==> config.mk <==
export PLATFORM = sky130hd
export DESIGN_NAME = paral_serial
export DESIGN_NICKNAME = d
export VERILOG_FILES = /design/src/rtl/paral_serial_pkg.sv /design/src/rtl/ps_bit_counter.sv /design/src/rtl/paral_serial.sv
export SDC_FILE = /design/constraint.sdc
export NUM_CORES = 1
export LEC_CHECK = 0
export ABC_CLOCK_PERIOD_IN_PS = 2320
export BUFFER_PORTS_ARGS = -buffer_cell sky130_fd_sc_hd__buf_2
export CAP_MARGIN = 30
export CORE_MARGIN = 4
export CORE_UTILIZATION = 55
export DETAILED_ROUTE_END_ITERATION = 16
export GPL_TIMING_DRIVEN = 0
export PLACE_DENSITY = 0.79
export SETUP_SLACK_MARGIN = 0.02
export SYNTH_ARGS = -nofsm -noshare
export SYNTH_HDL_FRONTEND = slang
export SYNTH_SLANG_ARGS = --single-unit
==> constraint.sdc <==
create_clock -name clk_8f -period 2.32 [get_ports clk_8f]
set_input_delay 0.464 -clock clk_8f [delete_from_list [all_inputs] [get_ports clk_8f]]
set_output_delay 0.464 -clock clk_8f [all_outputs]
set_load 0.01 [all_outputs]
==> src/rtl/paral_serial_pkg.sv <==
// Shared types and constants for the paral_serial converter.
package paral_serial_pkg;

   localparam int unsigned WORD_W = 8;
   localparam int unsigned CNT_W  = 3;
   localparam int unsigned SYNC_W = 4;

   localparam logic [WORD_W-1:0] COMMA_DEFAULT      = 8'hBC;
   localparam int unsigned       SYNC_WORDS_DEFAULT = 4;

   typedef enum logic {
      SYNC   = 1'b0,
      ACTIVE = 1'b1
   } ps_state_e;

endpackage

==> src/rtl/ps_bit_counter.sv <==
// Bit position counter for paral_serial: 3-bit wrap counter, sync active-low clear.
module ps_bit_counter
   import paral_serial_pkg::*;
(
   input  logic             clk,
   input  logic             rst,
   input  logic             enb,
   output logic [CNT_W-1:0] count,
   output logic             load
);

   // Advance one bit position per enabled cycle, wrapping 7 -> 0.
   always_ff @(posedge clk) begin
      if (!rst) begin
         count <= '0;
      end else if (enb) begin
         count <= count + CNT_W'(1);
      end
   end

   assign load = (count == '0);

endmodule

==> src/rtl/paral_serial.sv <==
// Parallel-to-serial converter: comma sync, then ready/valid-loaded data words.
// Build option: define PARAL_SERIAL_LSB_FIRST_EN to send bit0 first (default bit7 first).
module paral_serial
   import paral_serial_pkg::*;
#(
   parameter logic [WORD_W-1:0] COMMA      = COMMA_DEFAULT,
   parameter int unsigned       SYNC_WORDS = SYNC_WORDS_DEFAULT
) (
   input  logic              clk_8f,
   input  logic              rst,
   input  logic              enb,
   input  logic [WORD_W-1:0] data_in,
   input  logic              valid_in,
   output logic              data_ready,
   output logic              data_out,
   output logic              active
);

   localparam logic [SYNC_W-1:0] SYNC_LAST = SYNC_W'(SYNC_WORDS - 1);

   logic [CNT_W-1:0]  bit_cnt;
   logic              load;
   ps_state_e         state, state_nxt;
   logic [SYNC_W-1:0] sync_cnt, sync_cnt_nxt;
   logic [WORD_W-1:0] shreg, shreg_nxt;
   logic [WORD_W-1:0] word;
   logic              data_out_nxt;
   logic              active_nxt;

   ps_bit_counter u_bit_counter (
      .clk   (clk_8f),
      .rst   (rst),
      .enb   (enb),
      .count (bit_cnt),
      .load  (load)
   );

   // Upstream may hand over a word only on an enabled load cycle in ACTIVE.
   assign data_ready = rst && enb && (state == ACTIVE) && (bit_cnt == '0);

   // Word chosen at a load edge: data when offered in ACTIVE, comma otherwise.
   assign word = ((state == ACTIVE) && valid_in) ? data_in : COMMA;

   // State, sync counter, shift register and serial output registers.
   always_ff @(posedge clk_8f) begin
      if (!rst) begin
         state    <= SYNC;
         sync_cnt <= '0;
         shreg    <= '0;
         data_out <= 1'b0;
         active   <= 1'b0;
      end else begin
         state    <= state_nxt;
         sync_cnt <= sync_cnt_nxt;
         shreg    <= shreg_nxt;
         data_out <= data_out_nxt;
         active   <= active_nxt;
      end
   end

   // Next-state: load/shift the serialiser and walk the sync phase.
   always_comb begin
      state_nxt    = state;
      sync_cnt_nxt = sync_cnt;
      shreg_nxt    = shreg;
      data_out_nxt = data_out;
      active_nxt   = active;
      if (enb) begin
         if (load) begin
`ifdef PARAL_SERIAL_LSB_FIRST_EN
            data_out_nxt = word[0];
            shreg_nxt    = word >> 1;
`else
            data_out_nxt = word[WORD_W-1];
            shreg_nxt    = word << 1;
`endif
            if (state == SYNC) begin
               sync_cnt_nxt = sync_cnt + SYNC_W'(1);
               // The word loaded on this edge is still a comma.
               if (sync_cnt == SYNC_LAST) begin
                  state_nxt  = ACTIVE;
                  active_nxt = 1'b1;
               end
            end
         end else begin
`ifdef PARAL_SERIAL_LSB_FIRST_EN
            data_out_nxt = shreg[0];
            shreg_nxt    = shreg >> 1;
`else
            data_out_nxt = shreg[WORD_W-1];
            shreg_nxt    = shreg << 1;
`endif
         end
      end
   end

endmodule
==> impl_summary.txt, run 1 <==
----------------------------------------------------
[Cells and area]
  Ant. Diodes ... 0
  Area growth from synthesis to final layout ... 14.19%
  Number of standard cells in the final layout excluding fillers ... roughly 120
  Share of layout cells above drive strength 1 ... 0.1852
  Number of nets in the final layout ... 124

[Timing]
  Worst relative slew slack ... 0.7420
  Final hold violation count ... 0
  Tightest hold margin ... 0.4587 ns
  Period minus WS final ... 1.913 ns
  Ratio of final minimum period to clock period ... 0.8247
  Fin Setup TNS ... 0 ns
  Least-Margin Pin Slew ... 0.3871 ns
  Number of setup violations in the final report ... 0
  Number of max-slew violations in the final report ... 0
  Top achievable clock speed ... 0.5227 GHz
  Skew final ... ~0.0061 ns
  Unrepaired setup endpoints after global routing ... false

[Floorplan]
  Height of the die ... 45.77 um
  Initial cell density of the core ... 0.5954
  Die width ... 45.77 um
  Overall die area ... 2094 um2
  Core outline area ... 1318 um2
  Number of placement rows ... 13
  Top-Level Pins ... 15

[Global route]
  Global Route Usage Sum ... 0.1602
  Global routing usage on met3 ... 0.03557
  Most Crowded Layer GR ... met2
  Wire length of the first global-routing pass ... 2387 um
  Pin count of the biggest net entering global routing ... 11
  Grt met1 use ... 0.1840
  Vias in the first global route ... 591
  Initial antenna violation count ... 0
  Grt ovf ... 0
  Met2 Track Usage GR ... 0.2730

[CTS]
  CTS max path bufs ... 2
  Number of H-tree levels ... 1
  Total of cells resized after clock tree synthesis ... 0
  Cell at the root of the clock tree ... sky130_fd_sc_hd__clkbuf_4
  Total CTS buffers ... 3
  CTS clk-pin slew, worst paths ... 0.09 ns
  Clock tree from TritonCTS ... built
  Buffers inserted by post-CTS timing repair ... 0
  Hold-fix buffers at CTS ... 0
  Insertion delay to the later sink of the worst-skew pair ... 0.29 ns
  Sink count of the clock tree ... 17

[Outcome]
  Status ... finished clean

[Place]
  Global placement routability congestion ... 0.7522
  Detailed placement HPWL ... 1132 um
  Instance count after placement with tap cells included ... between 100 and 150
  Number of buffers inserted by port buffering ... 13

[Setup path]
  CP max stage delay ... 0.39 ns
  Slowest CP cell ... sky130_fd_sc_hd__dfxtp_1
  Data required, critical path ... 1.86 ns
  Highest fanout seen on the critical path ... 7
  Critical Path End Type ... output pin
  Kind of start point of the critical path ... flop
  Class of the most critical setup path ... reg -> out
  Worst reg-to-reg setup slack ... 0.98 ns
  Cell count of the worst reg-to-reg path ... 5
  CP cell instances ... inv_1 > ha_1 > nand3b_1 > nor2_1 > buf_2
  Data arrival, critical path ... between 1 and 1.5 ns

[Synthesis]
  Most frequent cell after synthesis ... sky130_fd_sc_hd__dfxtp_1
  Top FF cell, synth ... sky130_fd_sc_hd__dfxtp_1
  Async S/R FF share, synth ... 0
  Largest area contributor in the synthesized netlist ... sky130_fd_sc_hd__dfxtp_1
  Synth unique cells ... 24
  Area fraction of the dominant cell type after synthesis ... 0.4338
  Post-Syn Area per Cell ... 8.621 um2
  Count of flip-flops with a built-in enable after synthesis ... 0
  Warnings from Yosys ... 0
  Proportion of synthesized chip area in sequential cells ... 0.4338
  Commonest cells in the netlist ... sky130_fd_sc_hd__dfxtp_1, sky130_fd_sc_hd__nand2_1, sky130_fd_sc_hd__o21ai_0
  Summed instance area of the synthesized netlist ... 784.5 um2
  Number of synthesized register bits ... 17
  Dominant cells by area after synthesis ... sky130_fd_sc_hd__dfxtp_1, sky130_fd_sc_hd__o21ai_0, sky130_fd_sc_hd__a211oi_1
  Synth Net Count ... 106
  Post-Syn Instances ... 91

[Run]
  Count of max-cap constraint violations ... 0

[Power]
  Power density over the cells ... approximately 630 nW/um2
  Leak pwr ... 0.3749 nW
  VDD IR max ... ~390 uV
  Total power ... 0.5685 mW

[Drt]
  DRC violation count after routing ... 0
  Average vias per placed instance ... about 5.4
  Routed wire length per instance ... around 12 um
  Number of violations reported at the end of detailed-routing iteration 0 ... 10
  DRT Pass-1 Iters ... 4
  Total Wirelength ... approximately 1500 um
  Count of nets left with antenna violations after detail routing ... 0
  Total number of vias ... 661

[Min path]
  Min-Delay Path Depth ... 3
  Hold Crit Class ... in -> reg

----------------------------------------------------
flip-flops by register name (all words and copies together), names as in the netlist:
name and cells:
state 1, data_out 1, sync_cnt 4, shreg 7, u_bit_counter.count 3, active 1
metrics by stage:
stage | setup slack (ns) | instance area (um2) | utilization
after global placement | 0.7558 | 868.3 | 0.6591
after CTS | 0.3900 | 895.9 | 0.6800
after global routing | 0.2794 | 895.9 | 0.6800
after floorplan | 0.9333 | 784.5 | -
final | 0.4068 | 895.9 | 0.6800
after detailed placement | 0.7211 | 868.3 | 0.6591
final timing paths:
path,start,to
max reg2reg,u_bit_counter.count[0],sync_cnt[0]
min reg2reg,shreg[1],shreg[2]
min,data_in[1],shreg[2]
max,u_bit_counter.count[0],data_ready
cell type report:
| class | count | area (um2) |
|---|---|---|
| multi-input cells | 66 | 411.6 |
| clock buffers | 3 | 22.52 |
| flip-flops and latches | 17 | 340.3 |
| plain buffers | 5 | 21.27 |
| inverters | 3 | 11.26 |
| well taps | 15 | 18.77 |
| repair buffers | 13 | 65.06 |
| fillers | 118 | 421.7 |
| clock inverters | 1 | 5.005 |
worst max-delay path: cells and delay by family (launching register included):
family / cells / cell delay (ns)
fa+ha+maj: 1 / 0.23
buf+inv: 2 / 0.21
flops: 1 / 0.39
simple gates: 2 / 0.35
cell families after synthesis:
logic type,count (synthesis),share of synthesized area
AOI/OAI and AO/OA,19,0.1499
xor gates and xnor gates,3,0.03350
adders and majority gates,3,0.04785
buffers and inverters,8,0.04147
DFF,17,0.4338
muxes,3,0.03828
and+or+nand+nor,38,0.2552
power breakdown:
part	total, mW	internal, mW	switching [mW]
logic	0.0881	0.0389	0.0493
clock network	0.156	0.0640	0.0922
registers	0.324	0.311	0.0131
total	0.568	0.414	0.155
per-layer routing:
layer	share of wire	up-vias
met5	0	-
met4	0.0086	0
met3	0.028	2
met2	0.47	9
met1	0.49	299
li1	-	351
cell usage in the layout, fill, tap and decap left out:
| master | synthesis | final |
|---|---|---|
| sky130_fd_sc_hd__a211oi_1 | 5 | 5 |
| sky130_fd_sc_hd__a21boi_0 | 1 | 1 |
| sky130_fd_sc_hd__a21oi_1 | 1 | 1 |
| sky130_fd_sc_hd__a31oi_1 | 3 | 3 |
| sky130_fd_sc_hd__and2_1 | 4 | 4 |
| sky130_fd_sc_hd__and4bb_2 | 1 | 1 |
| sky130_fd_sc_hd__buf_2 | 2 | 15 |
| sky130_fd_sc_hd__clkbuf_1 | 3 | 3 |
| sky130_fd_sc_hd__clkbuf_4 | 0 | 3 |
| sky130_fd_sc_hd__clkinv_2 | 0 | 1 |
| sky130_fd_sc_hd__dfxtp_1 | 17 | 17 |
| sky130_fd_sc_hd__ha_1 | 3 | 3 |
| sky130_fd_sc_hd__inv_1 | 3 | 3 |
| sky130_fd_sc_hd__mux2i_1 | 3 | 3 |
| sky130_fd_sc_hd__nand2_1 | 10 | 10 |
| sky130_fd_sc_hd__nand2b_1 | 3 | 3 |
| sky130_fd_sc_hd__nand3b_1 | 1 | 1 |
| sky130_fd_sc_hd__nand4_1 | 3 | 3 |
| sky130_fd_sc_hd__nor2_1 | 6 | 6 |
| sky130_fd_sc_hd__nor2b_1 | 4 | 4 |
| sky130_fd_sc_hd__nor3_1 | 5 | 5 |
| sky130_fd_sc_hd__nor3b_1 | 1 | 1 |
| sky130_fd_sc_hd__o21ai_0 | 8 | 8 |
| sky130_fd_sc_hd__o32ai_1 | 1 | 1 |
| sky130_fd_sc_hd__xnor2_1 | 1 | 1 |
| sky130_fd_sc_hd__xor2_1 | 2 | 2 |
No activity file was read; power rests on OpenSTA's default activity.
==> run 2, diff against run 1 <==
--- a/config.mk
+++ b/config.mk
@@ -5,14 +5,14 @@
 export SDC_FILE = /design/constraint.sdc
 export NUM_CORES = 1
 export LEC_CHECK = 0
-export ABC_CLOCK_PERIOD_IN_PS = 2320
+export ABC_CLOCK_PERIOD_IN_PS = 1500
 export BUFFER_PORTS_ARGS = -buffer_cell sky130_fd_sc_hd__buf_2
 export CAP_MARGIN = 30
 export CORE_MARGIN = 4
-export CORE_UTILIZATION = 55
+export CORE_UTILIZATION = 47
 export DETAILED_ROUTE_END_ITERATION = 16
 export GPL_TIMING_DRIVEN = 0
-export PLACE_DENSITY = 0.79
+export PLACE_DENSITY = 0.72
 export SETUP_SLACK_MARGIN = 0.02
 export SYNTH_ARGS = -nofsm -noshare
 export SYNTH_HDL_FRONTEND = slang
==> constraint.sdc (replaced) <==
create_clock -name clk_8f -period 1.5 [get_ports clk_8f]
set_input_delay 0.3 -clock clk_8f [delete_from_list [all_inputs] [get_ports clk_8f]]
set_output_delay 0.3 -clock clk_8f [all_outputs]
set_load 0.01 [all_outputs]
==> run 2 against run 1 <==
  * The flow now finishes with violations (setup timing)
  * Critical path depth unchanged
  * Combinational power increased by 98%
  * Hold slack got worse by 0.17 ns
  * Clock power increased by 62%
  * Cell area increased by 7.0%
  * Count of clock-buffer cells in the layout increased by 1
  * Non-clock buffer count increased by 6
  * Critical path type unchanged
==> impl_summary.txt, run 2 (synthesis results as in run 1) <==
----------------------------------------------------
[Power]
  NetSw ... 0.2565 mW (+66%)
  Combinational Power Share ... 0.188 (+0.033)
  Switching part of the total power ... 0.2765 (+0.004462)
  Sequential fraction of design power ... 0.539 (-0.031)
  Total power ... 0.9276 mW (+63%)
  VDD IR max ... 489.2 uV (+27%)
  Power density over the cells ... 967.8 nW/um2 (+53%)
  Total internal power ... 0.6711 mW (+62%)
  Leak pwr ... 0.4022 nW (+7.3%)
  Relative contribution of the clock network to total power ... 0.273 (-0.002)

[CTS]
  Clock tree from TritonCTS ... built
  Number of H-tree levels ... 1 (unchanged)
  Insertion delay to the later sink of the worst-skew pair ... 0.30 ns (about the same)
  Cell at the root of the clock tree ... sky130_fd_sc_hd__clkbuf_4
  CTS max path bufs ... 2 (unchanged)
  CTS clk-pin slew, worst paths ... 0.10 ns (about the same)
  Sink count of the clock tree ... 17 (unchanged)
  Total CTS buffers ... 3 (unchanged)

[Setup path]
  Critical Path End Type ... output pin
  Cell count of the worst reg-to-reg path ... 8 (+3)
  Slowest CP cell ... sky130_fd_sc_hd__dfxtp_2
  Highest fanout seen on the critical path ... 2 (-5)
  Data required, critical path ... 1.20 ns (-0.66 ns)
  Kind of start point of the critical path ... flop
  Source of the critical timing path ... u_bit_counter.count[0]
  Worst R2R End ... shreg[3]
  CP max stage delay ... 0.34 ns (-0.05 ns)
  Critical path capture point ... data_ready
  Data arrival, critical path ... 1.21 ns (-0.24 ns)
  Worst reg-to-reg setup slack ... 0.10 ns (-0.88 ns)
  RR Startpoint ... u_bit_counter.count[0]
  CP cell instances ... inv_2 > ha_4 > nand3b_1 > nor2_2 > buf_2
  Class of the most critical setup path ... reg -> out

[Drt]
  DRT Pass-1 Iters ... 4 (unchanged)
  Total number of vias ... 697 (+5.4%)
  DRC violation count after routing ... 0 (unchanged)
  Routed wire length per instance ... 12.64 um (+2.8%)
  Average vias per placed instance ... 5.362 (-0.23%)
  Number of violations reported at the end of detailed-routing iteration 0 ... 11 (+1)
  Count of nets left with antenna violations after detail routing ... 0 (unchanged)
  Total Wirelength ... 1643 um (+8.7%)

[Global route]
  Global Route Usage Sum ... 0.1461 (-0.01408)
  Grt ovf ... 0 (unchanged)
  Vias in the first global route ... 644 (+9.0%)
  Pin count of the biggest net entering global routing ... 11 (unchanged)
  Initial antenna violation count ... 0 (unchanged)
  Wire length of the first global-routing pass ... 2760 um (+16%)

[Cells and area]
  Area growth from synthesis to final layout ... 22.17%
  Layout Utilization ... 0.6218 (-0.05821)
  Register Area ... 342.8 um2 (+0.74%)
  Filler Cell Count ... 141 (+19%)
  Register name with the most flops ... shreg
  Registers with the highest flip-flop counts ... shreg (7), sync_cnt (4), u_bit_counter.count (3)
  Number of standard cells in the final layout excluding fillers ... 130 (+5.7%)
  Ant. Diodes ... 0 (unchanged)
  Post-route cell area ... 958.4 um2 (+7.0%)
  Number of nets in the final layout ... 130 (+4.8%)
  Leading cell types in the layout, fill and taps excluded ... sky130_fd_sc_hd__buf_2, sky130_fd_sc_hd__dfxtp_1, sky130_fd_sc_hd__nand2_1
  Multi-input gate area in the final layout ... 426.7 um2 (+3.6%)
  Largest register FFs ... 7 (unchanged)
  Share of layout cells above drive strength 1 ... 0.2719 (+0.08674)

[Timing]
  Tightest hold margin ... 0.2875 ns (-0.1713 ns)
  Worst relative slew slack ... 0.7299 (-0.01205)
  Top achievable clock speed ... 0.6609 GHz
  Final hold violation count ... 0 (unchanged)
  Unrepaired setup endpoints after global routing ... true
  Fin worst setup slack ... -0.01314 ns (-0.4199 ns)
  Period minus WS final ... 1.513 ns
  Number of max-slew violations in the final report ... 0 (unchanged)
  Ratio of final minimum period to clock period ... 1.009
  Least-Margin Pin Slew ... 0.4051 ns (+0.01808 ns)
  Number of setup violations in the final report ... 1 (+1)
  Skew final ... 0.006173 ns (+0.00005237 ns)
  Fin Setup TNS ... -0.01314 ns (-0.01314 ns)

[Run]
  Count of max-cap constraint violations ... 0 (unchanged)

[Floorplan]
  Number of placement rows ... 14 (+1)
  Overall die area ... 2387 um2 (+14%)
  Initial cell density of the core ... 0.5089 (-0.08651)
  Top-Level Pins ... 15 (unchanged)
  Core outline area ... 1541 um2 (+17%)
  Die width ... 48.86 um (+6.8%)
  Height of the die ... 48.86 um (+6.8%)

[Place]
  Instance count after placement with tap cells included ... 120 (+0.84%)
  Number of buffers inserted by port buffering ... 13 (unchanged)
  Worst setup slack after placement ... 0.08052 ns (-0.6406 ns)
  Global placement routability congestion ... 0.7844 (+4.3%)
  Detailed placement HPWL ... 1115 um (-1.6%)
  Placed inst area ... 869.6 um2 (+0.14%)

[Outcome]
  Violations in the final reports ... setup timing
  Status ... finished, violations left

[Min path]
  Hold Crit Class ... in -> reg

----------------------------------------------------
[run 2: what timing repair did]
action	in CTS	in global routing
gates cloned	0	0
gates resized for setup	3	5
endpoints found under the setup margin	1	2
buffers inserted	5	1
pin swaps	3	3
hold buffers	0	0
[run 2: layer usage]
| metal | vias up | wire, um | global-route usage |
|---|---|---|---|
| li1 | 361 | - | - |
| met1 | 307 | 741 | 0.1796 |
| met2 | 24 | 756 | 0.2196 |
| met3 | 5 | 104 | 0.04587 |
| met4 | 0 | 40 | 0.08969 |
| met5 | - | 0 | 0 |
[run 2: cell type report]
class / count / share of cell area
multi-input combinational: 66 / 0.4452
sequential: 17 / 0.3577
timing repair buffer: 19 / 0.1149
clock buffer: 4 / 0.02742
buffer: 5 / 0.02219
tap: 16 / 0.02089
inverter: 3 / 0.01175
[run 2: critical path, delay by kind of cell, from the launching register on]
kind / cells / cell delay, ns
AND/OR/NAND/NOR: 2 / 0.25
buffers and inverters: 2 / 0.20
adder cells (fa/ha/maj): 1 / 0.13
flip-flops: 1 / 0.34
[run 2: worst min-delay path by stage]
stage	from	to	slack [ns]	cells after the start
final	data_in[6]	shreg[7]	0.29	3
after global routing	data_in[5]	shreg[6]	0.31	3
after detailed placement	sync_cnt[3]	sync_cnt[3]	0.47	2
after global placement	sync_cnt[3]	sync_cnt[3]	0.46	2
after floorplan	sync_cnt[3]	sync_cnt[3]	0.45	2
after CTS	data_in[6]	shreg[7]	0.29	3
[run 2: power by group through the flow]
stage               Clock [mW]  Sequential (mW)  Combinational (mW)
finish                   0.253            0.500               0.174
global route             0.275            0.504               0.200
CTS                      0.255            0.499               0.164
detailed placement           0            0.511               0.138
global placement             0            0.510               0.134
floorplan                    0            0.507              0.0974
